## src/rtl/mips_pkg.sv

```systemverilog
// Shared definitions for the MIPS pipeline slice: EX/MEM occupancy encoding
// and control-bundle width.
package mips_pkg;

    typedef enum logic [1:0] {
        EMPTY = 2'd0,
        ONE   = 2'd1,
        FULL  = 2'd2
    } occ_state_e;

    // Control bundle order: {RegWrite, MemToReg, MemWrite, MemRead}
    localparam int CTRL_W = 4;

endpackage

```

## src/rtl/exmem_perf_cnt.sv

```systemverilog
// Saturating event counter used by the EX/MEM stage when EXMEM_PERF_CNT_EN
// is defined; holds at all-ones instead of wrapping.
module exmem_perf_cnt #(
    parameter int CNT_W = 16
) (
    input  logic             clk,
    input  logic             rst_n,
    input  logic             inc,
    output logic [CNT_W-1:0] cnt
);

    function automatic logic [CNT_W-1:0] sat_inc(input logic [CNT_W-1:0] v);
        return (&v) ? v : v + 1'b1;
    endfunction

    always_ff @(posedge clk or negedge rst_n) begin
        if (!rst_n) begin
            cnt <= '0;
        end else if (inc) begin
            cnt <= sat_inc(cnt);
        end
    end

endmodule

```

## src/rtl/ex_mem_stage.sv

```systemverilog
// EX/MEM pipeline register built as a two-entry skid buffer (main + skid).
// Optional stall/flush performance counters are enabled by EXMEM_PERF_CNT_EN.
module ex_mem_stage
    import mips_pkg::*;
#(
    parameter int DATA_W     = 32,
    parameter int REG_ADDR_W = 5,
    parameter int CNT_W      = 16
) (
    input  logic                  clk,
    input  logic                  rst_n,
    input  logic                  valid_E,
    output logic                  ready_E,
    input  logic                  flush,
    input  logic                  RegWrite_E,
    input  logic                  MemToReg_E,
    input  logic                  MemWrite_E,
    input  logic                  MemRead_E,
    input  logic [DATA_W-1:0]     ALUout_E,
    input  logic [DATA_W-1:0]     WriteData_E,
    input  logic [REG_ADDR_W-1:0] WriteReg_E,
    output logic                  valid_M,
    input  logic                  ready_M,
    output logic                  RegWrite_M,
    output logic                  MemToReg_M,
    output logic                  MemWrite_M,
    output logic                  MemRead_M,
    output logic [DATA_W-1:0]     ALUout_M,
    output logic [DATA_W-1:0]     WriteData_M,
    output logic [REG_ADDR_W-1:0] WriteReg_M
`ifdef EXMEM_PERF_CNT_EN
    ,
    output logic [CNT_W-1:0]      stall_cnt,
    output logic [CNT_W-1:0]      flush_cnt
`endif
);

    if (CNT_W < 1) begin : g_cnt_w_check
        $error("CNT_W must be at least 1");
    end

    occ_state_e state_q, state_d;
    logic       ready_q;
    logic       accept, consume;
    logic       load_main_in, load_main_skid, load_skid;

    logic [CTRL_W-1:0]     ctrl_E;
    logic [CTRL_W-1:0]     main_ctrl, skid_ctrl;
    logic [DATA_W-1:0]     main_alu, skid_alu;
    logic [DATA_W-1:0]     main_wd, skid_wd;
    logic [REG_ADDR_W-1:0] main_wr, skid_wr;

    assign ctrl_E  = {RegWrite_E, MemToReg_E, MemWrite_E, MemRead_E};
    assign ready_E = ready_q;
    assign accept  = valid_E && ready_q;
    assign consume = valid_M && ready_M;

    // ready_E is registered from the next state so it never depends on ready_M
    always_ff @(posedge clk or negedge rst_n) begin
        if (!rst_n) begin
            state_q <= EMPTY;
            ready_q <= 1'b0;
        end else begin
            state_q <= state_d;
            ready_q <= (state_d != FULL);
        end
    end

    always_comb begin
        state_d = state_q;
        if (flush) begin
            state_d = EMPTY;
        end else begin
            unique case (state_q)
                EMPTY: if (accept) state_d = ONE;
                ONE: begin
                    if (accept && !consume)      state_d = FULL;
                    else if (!accept && consume) state_d = EMPTY;
                end
                FULL: if (consume) state_d = ONE;
                default: state_d = EMPTY;
            endcase
        end
    end

    always_comb begin
        valid_M        = (state_q == ONE) || (state_q == FULL);
        load_main_in   = 1'b0;
        load_main_skid = 1'b0;
        load_skid      = 1'b0;
        if (!flush) begin
            load_main_in   = ((state_q == EMPTY) && accept) ||
                             ((state_q == ONE) && accept && consume);
            load_skid      = (state_q == ONE) && accept && !consume;
            load_main_skid = (state_q == FULL) && consume;
        end
    end

    always_ff @(posedge clk or negedge rst_n) begin
        if (!rst_n) begin
            main_ctrl <= '0;
            main_alu  <= '0;
            main_wd   <= '0;
            main_wr   <= '0;
            skid_ctrl <= '0;
            skid_alu  <= '0;
            skid_wd   <= '0;
            skid_wr   <= '0;
        end else begin
            if (load_main_in) begin
                main_ctrl <= ctrl_E;
                main_alu  <= ALUout_E;
                main_wd   <= WriteData_E;
                main_wr   <= WriteReg_E;
            end else if (load_main_skid) begin
                main_ctrl <= skid_ctrl;
                main_alu  <= skid_alu;
                main_wd   <= skid_wd;
                main_wr   <= skid_wr;
            end
            if (load_skid) begin
                skid_ctrl <= ctrl_E;
                skid_alu  <= ALUout_E;
                skid_wd   <= WriteData_E;
                skid_wr   <= WriteReg_E;
            end
        end
    end

    // Bubbles must never write the register file or memory
    assign RegWrite_M  = main_ctrl[3] & valid_M;
    assign MemToReg_M  = main_ctrl[2] & valid_M;
    assign MemWrite_M  = main_ctrl[1] & valid_M;
    assign MemRead_M   = main_ctrl[0] & valid_M;
    assign ALUout_M    = main_alu;
    assign WriteData_M = main_wd;
    assign WriteReg_M  = main_wr;

`ifdef EXMEM_PERF_CNT_EN
    exmem_perf_cnt #(.CNT_W(CNT_W)) u_stall_cnt (
        .clk   (clk),
        .rst_n (rst_n),
        .inc   (valid_M && !ready_M),
        .cnt   (stall_cnt)
    );

    exmem_perf_cnt #(.CNT_W(CNT_W)) u_flush_cnt (
        .clk   (clk),
        .rst_n (rst_n),
        .inc   (flush),
        .cnt   (flush_cnt)
    );
`endif

endmodule

```

## config.mk

```make
export PLATFORM = sky130hd
export DESIGN_NAME = ex_mem_stage
export DESIGN_NICKNAME = d
export VERILOG_FILES = /design/src/rtl/mips_pkg.sv /design/src/rtl/exmem_perf_cnt.sv /design/src/rtl/ex_mem_stage.sv
export SDC_FILE = /design/constraint.sdc
export NUM_CORES = 1
export LEC_CHECK = 0
export ABC_AREA = 1
export CORE_ASPECT_RATIO = 1.4
export CORE_UTILIZATION = 56
export DETAILED_ROUTE_END_ITERATION = 7
export GPL_TIMING_DRIVEN = 0
export PLACE_DENSITY = 0.85
export SLEW_MARGIN = 40
export SYNTH_ARGS = -nofsm -noshare
export SYNTH_HDL_FRONTEND = slang
export SYNTH_HIERARCHICAL = 1
export SYNTH_SLANG_ARGS = --single-unit
```

## constraint.sdc

```tcl
create_clock -name clk -period 3.91 [get_ports clk]
set_input_delay 0.5865 -clock clk [delete_from_list [all_inputs] [get_ports clk]]
set_output_delay 0.5865 -clock clk [all_outputs]
set_load 0.1 [all_outputs]
```

After elaboration in Yosys (flattened, before gate mapping)

Index checks and enable logic that the tools add are counted.

Magnitude comparators: 0
Shift-type cells: 0
Muxes and demuxes: 17
$mul: 0
Reductions and logical operators: 15
Bitwise logic cells: 4
Div/mod/pow operators: 0
Eq/ne operators: 3
$add $sub $neg: 0

Operator list:

| kind                                                                  | number |
|---|---|
| 32-bit two-way mux                                                    | 4 |
| 2-bit two-way mux                                                     | 5 |
| 5-bit two-way mux                                                     | 2 |
| 1-bit logical AND                                                     | 9 |
| 4-bit two-way mux                                                     | 2 |
| 2-bit one-hot mux with 3 select lines                                 | 1 |
| 1-bit AND                                                             | 4 |
| 1-bit two-way mux                                                     | 3 |
| 2-bit by 1-bit equality test with 1-bit output, second input constant | 1 |
| 2-bit equality test, second input constant                            | 1 |
| 1-bit logical NOT                                                     | 2 |
| 2-bit logical NOT                                                     | 1 |
| 1-bit logical OR                                                      | 2 |
| 2-bit != test, second input constant                                  | 1 |
| 2-bit nonzero test                                                    | 1 |

Memory bits (read-only): 0
Output and inout bits: 75
RAM bits: 0
Memories kept: 0
Bits of input ports: 78
Bits in latches: 0
Register bits after elaboration: 149
Logic and storage cells: 49

Depth between registers and ports, before layout

Gate-level depths: netlist of the first run.

Word-level depth: 9
Depth in mapped cells: 10
Depth with buffers taken out: 10

Worst setup path before layout of the first run

Ideal clock, no wire load.

Path kind: register to output
From: register state_q[1]
To: output MemRead_M
Data arrival time: 2.086 ns
Stages on the path, launching flop included: 5
Path buffers: 0
Path slack: 1.237 ns
Data required time: 3.323 ns
Cells stage by stage: dfrtp_1 -> inv_1 -> ha_1 -> nand2_1 -> inv_1

Word-level cells in the longest chain between the ends: 3
Elaborated cells on any way between the ends: 4
Classes of those cells: eq/ne: 2; bitwise: 1; reduce/logical: 1

Ends and longest elaborated chain:

| item                                                                                  | line                | RTL |
|---|---|---|
| start: declaration                                                                    | ex_mem_stage.sv:42  | `occ_state_e state_q, state_d;` |
| start signal: assignment                                                              | ex_mem_stage.sv:64  | `state_q <= state_d;` |
| 2-bit by 1-bit equality test with 1-bit output or 2-bit equality test (tied branches) | ex_mem_stage.sv:87  | `valid_M = (state_q == ONE) \|\| (state_q == FULL);` |
| 1-bit logical OR (*)                                                                  | ex_mem_stage.sv:87  |  |
| via valid_M                                                                           | ex_mem_stage.sv:22  | `output logic valid_M,` |
| 1-bit AND (*)                                                                         | ex_mem_stage.sv:134 | `assign MemRead_M = main_ctrl[0] & valid_M;` |
| end: declaration                                                                      | ex_mem_stage.sv:27  | `output logic MemRead_M,` |

The timed path passes the listed nets; every way through them passes the cells marked *.

Final worst setup path of the first run

From: register state_q[1]
To: output RegWrite_M

Word-level cells in the longest chain between the ends: 3
Elaborated cells on any way between the ends: 4
Classes of those cells: eq/ne: 2; bitwise: 1; reduce/logical: 1

Ends and longest elaborated chain:

| item                                                                                  | line                | RTL |
|---|---|---|
| 2-bit by 1-bit equality test with 1-bit output or 2-bit equality test (tied branches) | ex_mem_stage.sv:87  |  |
| 1-bit logical OR (*)                                                                  | ex_mem_stage.sv:87  |  |
| 1-bit AND (*)                                                                         | ex_mem_stage.sv:131 | `assign RegWrite_M = main_ctrl[3] & valid_M;` |
| end: declaration                                                                      | ex_mem_stage.sv:24  | `output logic RegWrite_M,` |

Every way passes the cells marked *; elsewhere a longest branch is shown, timed or not.

==> flow_summary.rst, run 1 <==
.. list-table::
   :header-rows: 1

   * - Metric
     - Value
   * - TritonCTS clock tree
     - done
   * - Footprint of the flip-flops and latches
     - 0.00373 mm^2
   * - Unique cell type count in the Yosys netlist
     - 23
   * - Share of Yosys cell area claimed by the top area cell type
     - 48.5%
   * - Pins over their slew limit
     - 0
   * - Post-synthesis cell count
     - 926
   * - Detailed Route WL
     - 19400 um
   * - Total power
     - 0.00733 W
   * - Unrepaired setup endpoints after global routing
     - false
   * - Core Footprint
     - 0.0134 mm^2
   * - Leading cell types by total area after synthesis
     - dfrtp_1, nand2_1, nand3_1
   * - Max Clk Rate
     - 399 MHz
   * - Detailed-router iteration count before antenna repair
     - 5
   * - Slew at the pin closest to its max-slew limit
     - 0.514 ns
   * - Initial antenna violation count
     - 0
   * - Post-route clock skew
     - 0.00859 ns
   * - Vias per inst
     - 5.28
   * - Reg2reg start
     - state_q[1]
   * - Worst slack after detailed placement
     - 1.66 ns
   * - Reg2reg path depth
     - 7
   * - GR Util All Layers
     - 28.8%
   * - Wire length per cell after detailed routing
     - 15.0 um
   * - Total of buffers placed on input and output ports
     - 152
   * - Final critical-path setup slack
     - 1.40 ns
   * - Number of global-route vias before repair
     - 6701
   * - Remaining max-slew budget at the tightest pin
     - 66.0%
   * - DRC violation total after the first TritonRoute iteration
     - 369
   * - Post-CTS setup repair buffer count
     - 0
   * - Crit path arrival time
     - 1.92 ns
   * - Die extent in x
     - 101 um
   * - Count of antenna-violating nets left after detailed routing
     - 0
   * - Maximum buffer depth of the clock tree
     - 2
   * - Combined area of the multi-input logic cells
     - 0.00273 mm^2
   * - Hpwl dp
     - 13300 um
   * - Max-cap violation count
     - 0
   * - Post-synth EDFFs
     - 0
   * - Share of synthesized flip-flops with an asynchronous set or reset
     - 100%
   * - Sinks on Clock Net
     - 149
   * - Io pins
     - 153
   * - Sum of overflow across all layers after global routing
     - 0
   * - Number of endpoints with negative hold slack in the final report
     - 0
   * - Share of the clock period used by the worst path
     - 64.1%
   * - Nets
     - 1181
   * - Area of the mapped netlist
     - 0.00768 mm^2
   * - Rows
     - 50
   * - VDD IR max
     - 415 uV
   * - Yosys warning total
     - 6
   * - Reg2Reg Setup Slack
     - 1.82 ns
   * - Diodes inserted
     - 0
   * - Syn_nets
     - 1008
   * - Maximum fanout along the worst path
     - 6
   * - H-tree depth reported by CTS
     - 4
   * - Critical path required time
     - 3.32 ns
   * - Signed area change from the synthesized netlist to the final layout
     - 26.2%
   * - Post-CTS Hold Fix Bufs
     - 0
   * - First-pass GRT wire length
     - 32100 um
   * - Initial Utilization
     - 57.4%
   * - HP Class
     - input pin to asynchronous set/reset pin
   * - Setup_tns
     - 0 ns
   * - Clk Latency, worst-skew pair
     - 0.42 ns
   * - Share of power burned in registers
     - 34.4%
   * - Top-count cell post-synth
     - nand2_1
   * - Crit end category
     - output port
   * - Total setup violations reported at the end of the flow
     - 0
   * - Top flip-flop cell by instance count after synthesis
     - dfrtp_1
   * - Gates resized, CTS repair
     - 0
   * - Vertical die dimension
     - 141 um
   * - Reg-to-Reg End
     - skid_alu[26]
   * - Syn_area_per_cell
     - 8.30 um^2
   * - DR vias
     - 6838
   * - Switching share of total power
     - 48.8%
   * - Top cell types by occurrence after synthesis
     - nand2_1, inv_1, dfrtp_1
   * - Full die area
     - 0.0142 mm^2
   * - Element type at the critical path start
     - register
   * - Clock transition time at the flip-flop clock pins of the worst setup and hold paths
     - 0.06 ns
   * - Clock network fraction of design power
     - 21.9%
   * - CTS Root Buffer Type
     - clkbuf_16
   * - Sequential element share of the synthesized area
     - 48.5%
   * - CP Class
     - register to output port
   * - Relative contribution of combinational cells to total power
     - 43.7%
   * - Internal power of the cells
     - 0.00375 W
   * - Maximum number of pins on one net before global-route repair
     - 63
   * - Biggest area consumer among synthesized cells
     - dfrtp_1
   * - Power per cell area
     - 756 mW/mm^2
   * - Clock buffer count from CTS
     - 17
   * - Leakage power of the design
     - 5.23 nW
   * - Placer Congestion
     - 0.843
   * - Final routed DRC violation total
     - 0
   * - Clock period minus worst slack
     - 2.51 ns
   * - Fillers
     - 1053
   * - Total of flip-flops plus latches after synthesis
     - 149
   * - Fraction of layout cells with a size suffix above 1
     - 18.4%
   * - Run status
     - finished clean
   * - NetSw
     - 0.00358 W
-- power groups by stage --
stage          Combinational, W  Clock, W  Sequential, W
6_report                0.00320   0.00161        0.00252
2_1_floorplan          0.000890         0        0.00415
4_1_cts                 0.00322   0.00161        0.00251
3_3_place_gp            0.00336         0        0.00251
3_5_place_dp            0.00320         0        0.00252
5_1_grt                 0.00340   0.00168        0.00258
-- worst max-delay path by stage --
stage / startpoint / endpoint / depth (start not counted)
6_report: state_q[1] / RegWrite_M / 5
5_1_grt: state_q[1] / RegWrite_M / 5
4_1_cts: state_q[1] / RegWrite_M / 5
3_5_place_dp: ready_M / skid_wd[24] / 6
3_3_place_gp: rst_n / WriteData_M[1] / 1
2_1_floorplan: state_q[1] / MemRead_M / 4
-- worst max-delay path, stage by stage (launching register included) --
cell,delay (ns)
dfrtp_1,0.40
inv_1,0.10
ha_1,0.42
nand2_1,0.08
inv_1,0.08
buf_2,0.42
-- layout make-up --
cell class	instances	area share [%]
Sequential cell	149	38.5
Multi-Input combinational cell	547	28.2
Timing Repair Buffer	154	12.4
Buffer	69	6.38
Inverter	161	6.23
Clock buffer	20	4.71
Tap cell	182	2.35
Clock inverter	12	1.24
-- per-stage QoR --
step	cells	hold WS [ns]	instance area (um^2)	utilization [%]
floorplan	926	0.291	7680	-
global placement	1260	0.466	9430	70.4
detailed placement	1262	0.448	9120	68.1
CTS	1294	0.00593	9690	72.4
global route	1294	0.0130	9690	72.4
finish	1294	0.00433	9690	72.4
-- layout by cell type (no fill, tap or decap) --
cell | synthesis | layout
clkbuf_2 | 1 | 1
inv_6 | 0 | 4
buf_6 | 13 | 13
buf_1 | 5 | 5
nand3_2 | 30 | 30
buf_8 | 4 | 5
inv_1 | 160 | 160
nand2_1 | 235 | 235
nor2_2 | 1 | 1
buf_12 | 4 | 4
clkbuf_8 | 10 | 12
clkbuf_16 | 0 | 17
clkdlybuf4s50_1 | 0 | 76
inv_2 | 1 | 1
o21ai_4 | 1 | 1
a21oi_1 | 1 | 1
ha_1 | 4 | 4
nand3_1 | 121 | 121
clkbuf_1 | 6 | 7
buf_4 | 7 | 7
nand2_2 | 5 | 5
nand4_1 | 73 | 73
buf_16 | 0 | 2
bufinv_16 | 0 | 1
dfrtp_1 | 149 | 149
o21ai_0 | 74 | 74
clkinv_4 | 0 | 2
buf_2 | 19 | 94
nor2_1 | 2 | 2
clkinvlp_4 | 0 | 5
-- routing by layer --
layer | wire length, um | track usage [%] | up-vias
met2 | 10200 | 50.1 | 285
met4 | 486 | 11.4 | 0
li1 | - | - | 3308
met1 | 7620 | 35.3 | 3205
met3 | 1060 | 4.91 | 40
met5 | 0 | 0 | -
-- logic make-up (layout without fill, tap and decap cells) --
| kind of cell | count (synthesis) | in the layout | synth area share [%] |
|---|---|---|---|
| and+or+nand+nor | 467 | 467 | 29.8 |
| adders and majority gates | 4 | 4 | 0.651 |
| buffers and inverters | 230 | 416 | 15.9 |
| AOI/OAI and AO/OA | 76 | 76 | 5.10 |
| DFF | 149 | 149 | 48.5 |
-- flip-flops by register name, indices dropped and copies added, names as in the netlist --
register     flops
ALUout_M        32
WriteData_M     32
WriteReg_M       5
main_ctrl        4
ready_E          1
skid_alu        32
skid_ctrl        4
skid_wd         32
skid_wr          5
state_q          2
Power figures use the tool's default switching activity.
==> inputs of run 2 (changes only) <==
CORE_UTILIZATION = 52   (was 56)
PLACE_DENSITY = 0.79   (was 0.85)
clock period = 2.5 ns   (was 3.91 ns; I/O delays follow)
==> run 2 against run 1 <==
Against the previous run:
- first-iteration DRC count rose by 3.5%
- design area rose by 0.12%
- die area rose by 7.6%
- critical path depth did not move
==> flow_summary.rst, run 2 (same netlist as run 1, synthesis figures left out) <==
.. list-table::
   :header-rows: 1

   * - Metric
     - Value
   * - Share of power burned in registers
     - 34.5%
   * - DRC violation total after the first TritonRoute iteration
     - 382
   * - Signed area change from the synthesized netlist to the final layout
     - 26.3%
   * - Post-CTS setup repair buffer count
     - 0
   * - Full die area
     - 0.0153 mm^2
   * - Number of endpoints with negative hold slack in the final report
     - 0
   * - Crit path arrival time
     - 1.93 ns
   * - Unrepaired setup endpoints after global routing
     - false
   * - GR Util All Layers
     - 26.5%
   * - Initial antenna violation count
     - 0
   * - Post-Route Hold Slack
     - 0.491 ns
   * - TritonCTS clock tree
     - done
   * - Clock period minus worst slack
     - 2.30 ns
   * - Element type at the critical path start
     - register
   * - Share of the core filled with cells
     - 67.2%
   * - Slew at the pin closest to its max-slew limit
     - 0.511 ns
   * - Sum of overflow across all layers after global routing
     - 0
   * - Critical path required time
     - 2.12 ns
   * - H-tree depth reported by CTS
     - 4
   * - Placer Congestion
     - 0.860
   * - Cell Count, Final, Fillers Out
     - 1302
   * - Most frequent cells in the layout
     - nand2_1, inv_1, dfrtp_1
   * - Sinks on Clock Net
     - 149
   * - Clock network fraction of design power
     - 21.7%
   * - Wire length per cell after detailed routing
     - 14.8 um
   * - CP Class
     - register to output port
   * - Relative contribution of combinational cells to total power
     - 43.8%
   * - Pins over their slew limit
     - 0
   * - Die extent in x
     - 105 um
   * - Hpwl dp
     - 13300 um
   * - Clock buffer count from CTS
     - 17
   * - Number of instances in the placed design
     - 1269
   * - Nets
     - 1182
   * - Total setup violations reported at the end of the flow
     - 0
   * - Detailed-router iteration count before antenna repair
     - 5
   * - First-pass GRT wire length
     - 32200 um
   * - Max Clk Rate
     - 434 MHz
   * - Count of antenna-violating nets left after detailed routing
     - 0
   * - Remaining max-slew budget at the tightest pin
     - 66.2%
   * - DR vias
     - 6735
   * - Vias per inst
     - 5.17
   * - CTS Root Buffer Type
     - clkbuf_16
   * - Max-cap violation count
     - 0
   * - Number of global-route vias before repair
     - 6653
   * - Gates resized, CTS repair
     - 0
   * - Share of the clock period used by the worst path
     - 92.1%
   * - Rows
     - 52
   * - Detailed Route WL
     - 19200 um
   * - Clock transition time at the flip-flop clock pins of the worst setup and hold paths
     - 0.06 ns
   * - Power per cell area
     - 1170 mW/mm^2
   * - Setup_tns
     - 0 ns
   * - NetSw
     - 0.00556 W
   * - Final routed DRC violation total
     - 0
   * - Diodes inserted
     - 0
   * - Post-CTS Hold Fix Bufs
     - 1
   * - Total power
     - 0.0114 W
   * - Clk Latency, worst-skew pair
     - 0.42 ns
   * - Maximum number of pins on one net before global-route repair
     - 78
   * - Run status
     - finished clean
   * - Switching share of total power
     - 48.8%
   * - Most common library cell in the layout ignoring fill and taps
     - nand2_1
   * - VDD IR max
     - 768 uV
   * - Post-route clock skew
     - 0.0105 ns
   * - Maximum buffer depth of the clock tree
     - 2
   * - Core Footprint
     - 0.0144 mm^2
   * - Initial Utilization
     - 53.2%
   * - Crit end category
     - output port
   * - HP Class
     - register to register
   * - Vertical die dimension
     - 146 um
   * - Leakage power of the design
     - 5.23 nW
   * - Maximum fanout along the worst path
     - 6
   * - Io pins
     - 153
   * - Total of buffers placed on input and output ports
     - 152
   * - Fraction of layout cells with a size suffix above 1
     - 18.3%
   * - Internal power of the cells
     - 0.00584 W
run 2: cell types whose count changed in the layout (fill, tap and decap cells not counted):
cell           delta
clkbuf_1          +1
clkbuf_8          -1
dlygate4sd3_1     +1
inv_6             -1
inv_8             +1
run 2: power by group through the flow:
stage          sequential (W)  combinational, W  clock [W]
2_1_floorplan         0.00649           0.00139          0
3_3_place_gp          0.00393           0.00527          0
3_5_place_dp          0.00395           0.00500          0
4_1_cts               0.00392           0.00501    0.00252
5_1_grt               0.00404           0.00530    0.00262
6_report              0.00393           0.00499    0.00248
run 2: critical path, cell delays in order (launching register included):
cell and delay [ns]:
dfrtp_1 0.39, inv_1 0.10, ha_1 0.42, nand2_1 0.07
inv_1 0.09, buf_2 0.43
run 2: area by class of cell:
| cell class | instances | area, um^2 |
|---|---|---|
| plain buffers | 69 | 618 |
| clock buffers | 20 | 447 |
| clock inverters | 12 | 123 |
| fillers | 1202 | 4740 |
| inverters | 161 | 604 |
| multi-input cells | 547 | 2730 |
| flip-flops and latches | 149 | 3730 |
| well taps | 189 | 236 |
| repair buffers | 155 | 1220 |
run 2: final timing paths:
| path | start | end | slack (ns) | depth (start not counted) |
|---|---|---|---|---|
| max | state_q[1] | MemRead_M | 0.20 | 5 |
| min | skid_wd[17] | skid_wd[17] | 0.49 | 2 |
| max reg2reg | state_q[1] | skid_alu[27] | 0.41 | 7 |
| min reg2reg | skid_wd[17] | skid_wd[17] | 0.49 | 2 |
| max in group asynchronous | rst_n | skid_wd[25] | 1.27 | 4 |
| min in group asynchronous | rst_n | WriteReg_M[1] | 0.51 | 3 |
run 2: layer usage:
metal / GRT usage, % / part of all wire (%)
met2: 45.6 / 52
met4: 11.3 / 2.6
met5: 0 / 0
met1: 32.6 / 41
met3: 4.97 / 4.2
run 2: metrics by stage:
stage               worst slack, ns  area (um^2)
finish                        0.198         9700
detailed placement            0.405         9130
CTS                           0.177         9700
global route                 0.0657         9700
floorplan                    0.0389         7680
global placement              -4.86         9440
==> inputs of run 3 (changes only) <==
CORE_UTILIZATION = 54   (was 52)
CTS_BUF_LIST = sky130_fd_sc_hd__clkbuf_8   (was unset)
PLACE_DENSITY = 0.82   (was 0.79)
==> run 3 against run 2 <==
Against the previous run:
- global-route usage is 1.1 points higher
- sequential cell count stayed put
- combinational power hardly changed
- utilization is 1.6 points higher
- first-iteration DRC count is 4.2% higher
- design area is 1.4% lower
- sequential power hardly changed
- sequential share of layout area is 0.53 points higher
- worst setup slack worse by 0.072 ns
==> flow_summary.rst, run 3 (same netlist as run 1, synthesis figures left out) <==
.. list-table::
   :header-rows: 1

   * - Metric
     - Value
   * - Final routed DRC violation total
     - 0
   * - Most frequent cells in the layout
     - nand2_1, inv_1, dfrtp_1
   * - Fraction of layout cells with a size suffix above 1
     - 18.3%
   * - Wire length per cell after detailed routing
     - 14.6 um
   * - Full die area
     - 0.0147 mm^2
   * - Internal power of the cells
     - 0.00560 W
   * - Clock period minus worst slack
     - 2.37 ns
   * - Dpl cell area
     - 0.00912 mm^2
   * - Number of endpoints with negative hold slack in the final report
     - 0
   * - Die extent in x
     - 103 um
   * - CTS Root Buffer Type
     - clkbuf_8
   * - Nets
     - 1182
   * - Reg2reg path depth
     - 7
   * - Core Footprint
     - 0.0139 mm^2
   * - Vertical die dimension
     - 143 um
   * - Maximum number of pins on one net before global-route repair
     - 63
   * - Io pins
     - 153
   * - Hpwl dp
     - 13300 um
   * - Placer Congestion
     - 0.864
   * - Post-route clock skew
     - 0.0119 ns
   * - Max Clk Rate
     - 421 MHz
   * - Total setup violations reported at the end of the flow
     - 0
   * - Crit end category
     - output port
   * - Slew at the pin closest to its max-slew limit
     - 0.520 ns
   * - H-tree depth reported by CTS
     - 4
   * - Vias per inst
     - 5.16
   * - Total power
     - 0.0110 W
   * - HP Class
     - input pin to asynchronous set/reset pin
   * - Count of antenna-violating nets left after detailed routing
     - 0
   * - TritonCTS clock tree
     - done
   * - Clock network fraction of design power
     - 19.1%
   * - DR vias
     - 6681
   * - Share of the clock period used by the worst path
     - 94.9%
   * - Maximum buffer depth of the clock tree
     - 2
   * - Sum of overflow across all layers after global routing
     - 0
   * - Total of buffers placed on input and output ports
     - 152
   * - Relative contribution of combinational cells to total power
     - 45.3%
   * - Share of power burned in registers
     - 35.7%
   * - GR Util All Layers
     - 27.6%
   * - Initial antenna violation count
     - 0
   * - Clk Latency, worst-skew pair
     - 0.45 ns
   * - CP Class
     - register to output port
   * - Power per cell area
     - 1150 mW/mm^2
   * - First-pass GRT wire length
     - 31400 um
   * - Post-CTS setup repair buffer count
     - 0
   * - Number of global-route vias before repair
     - 6401
   * - Clock buffer count from CTS
     - 17
   * - Final Cell Area
     - 0.00957 mm^2
   * - DRC violation total after the first TritonRoute iteration
     - 398
   * - Detailed Route WL
     - 18900 um
   * - Switching share of total power
     - 49.2%
   * - Crit path arrival time
     - 2.00 ns
   * - Leakage power of the design
     - 5.19 nW
   * - Sinks on Clock Net
     - 149
   * - Clock transition time at the flip-flop clock pins of the worst setup and hold paths
     - 0.09 ns
   * - Remaining max-slew budget at the tightest pin
     - 65.6%
   * - Signed area change from the synthesized netlist to the final layout
     - 24.6%
   * - Element type at the critical path start
     - register
   * - Rows
     - 51
   * - Run status
     - finished clean
   * - Reg2Reg Setup Slack
     - 0.39 ns
   * - Unrepaired setup endpoints after global routing
     - false
   * - Initial Utilization
     - 55.2%
   * - Maximum fanout along the worst path
     - 6
   * - Pins over their slew limit
     - 0
   * - VDD IR max
     - 643 uV
   * - NetSw
     - 0.00542 W
   * - Most common library cell in the layout ignoring fill and taps
     - nand2_1
   * - Detailed-router iteration count before antenna repair
     - 6
   * - Critical path required time
     - 2.12 ns
   * - Diodes inserted
     - 0
   * - Share of the core filled with cells
     - 68.8%
   * - Max-cap violation count
     - 0
run 3: area by class of cell:
type | count | area [um^2]
buffer | 69 | 618
clock buffer | 17 | 234
clock inverter | 13 | 209
fill | 1167 | 4340
inverter | 161 | 604
multi-input combinational | 547 | 2730
sequential | 149 | 3730
tap | 185 | 231
timing repair buffer | 155 | 1220
run 3: power groups by stage:
stage | logic (W) | registers [W] | clock network, W
3_5_place_dp | 0.00500 | 0.00394 | 0
2_1_floorplan | 0.00139 | 0.00649 | 0
4_1_cts | 0.00502 | 0.00391 | 0.00213
6_report | 0.00499 | 0.00393 | 0.00210
5_1_grt | 0.00532 | 0.00404 | 0.00224
3_3_place_gp | 0.00527 | 0.00393 | 0
run 3: repair_timing:
action                                 4_1_cts  5_1_grt
resized for setup                            0        0
hold buffers                                 1        0
endpoints found under the hold margin       32        0
run 3: metrics by stage:
step / setup TNS, ns / hold slack (ns) / std cells / worst slack [ns]
after global placement: -716.54 / 0.467 / 1263 / -4.82
after CTS: 0 / 0.354 / 1296 / 0.115
after global routing: 0 / 0.376 / 1296 / 0.0187
after detailed placement: 0 / 0.256 / 1265 / 0.431
final: 0 / 0.365 / 1296 / 0.127
after floorplan: 0 / 0.0794 / 926 / 0.0389
run 3: final timing paths:
| path | start | endpoint |
|---|---|---|
| max | state_q[1] | RegWrite_M |
| min | rst_n | WriteData_M[24] |
| max reg2reg | state_q[1] | skid_alu[12] |
| min reg2reg | skid_alu[16] | skid_alu[16] |
| max in group asynchronous | rst_n | skid_ctrl[0] |
| min in group clk | skid_alu[16] | skid_alu[16] |
run 3: layer usage:
metal	global-route usage, %	up-vias	share of wire (%)
met2	47.2	198	52
li1	-	3302	-
met3	4.16	30	4.0
met4	9.71	0	1.9
met5	0	-	0
met1	35.3	3151	42
run 3: critical path: stages (launching register included):
cell and delay (ns):
dfrtp_1 0.42, inv_1 0.11, ha_1 0.43, nand2_1 0.09
inv_1 0.08, buf_2 0.42
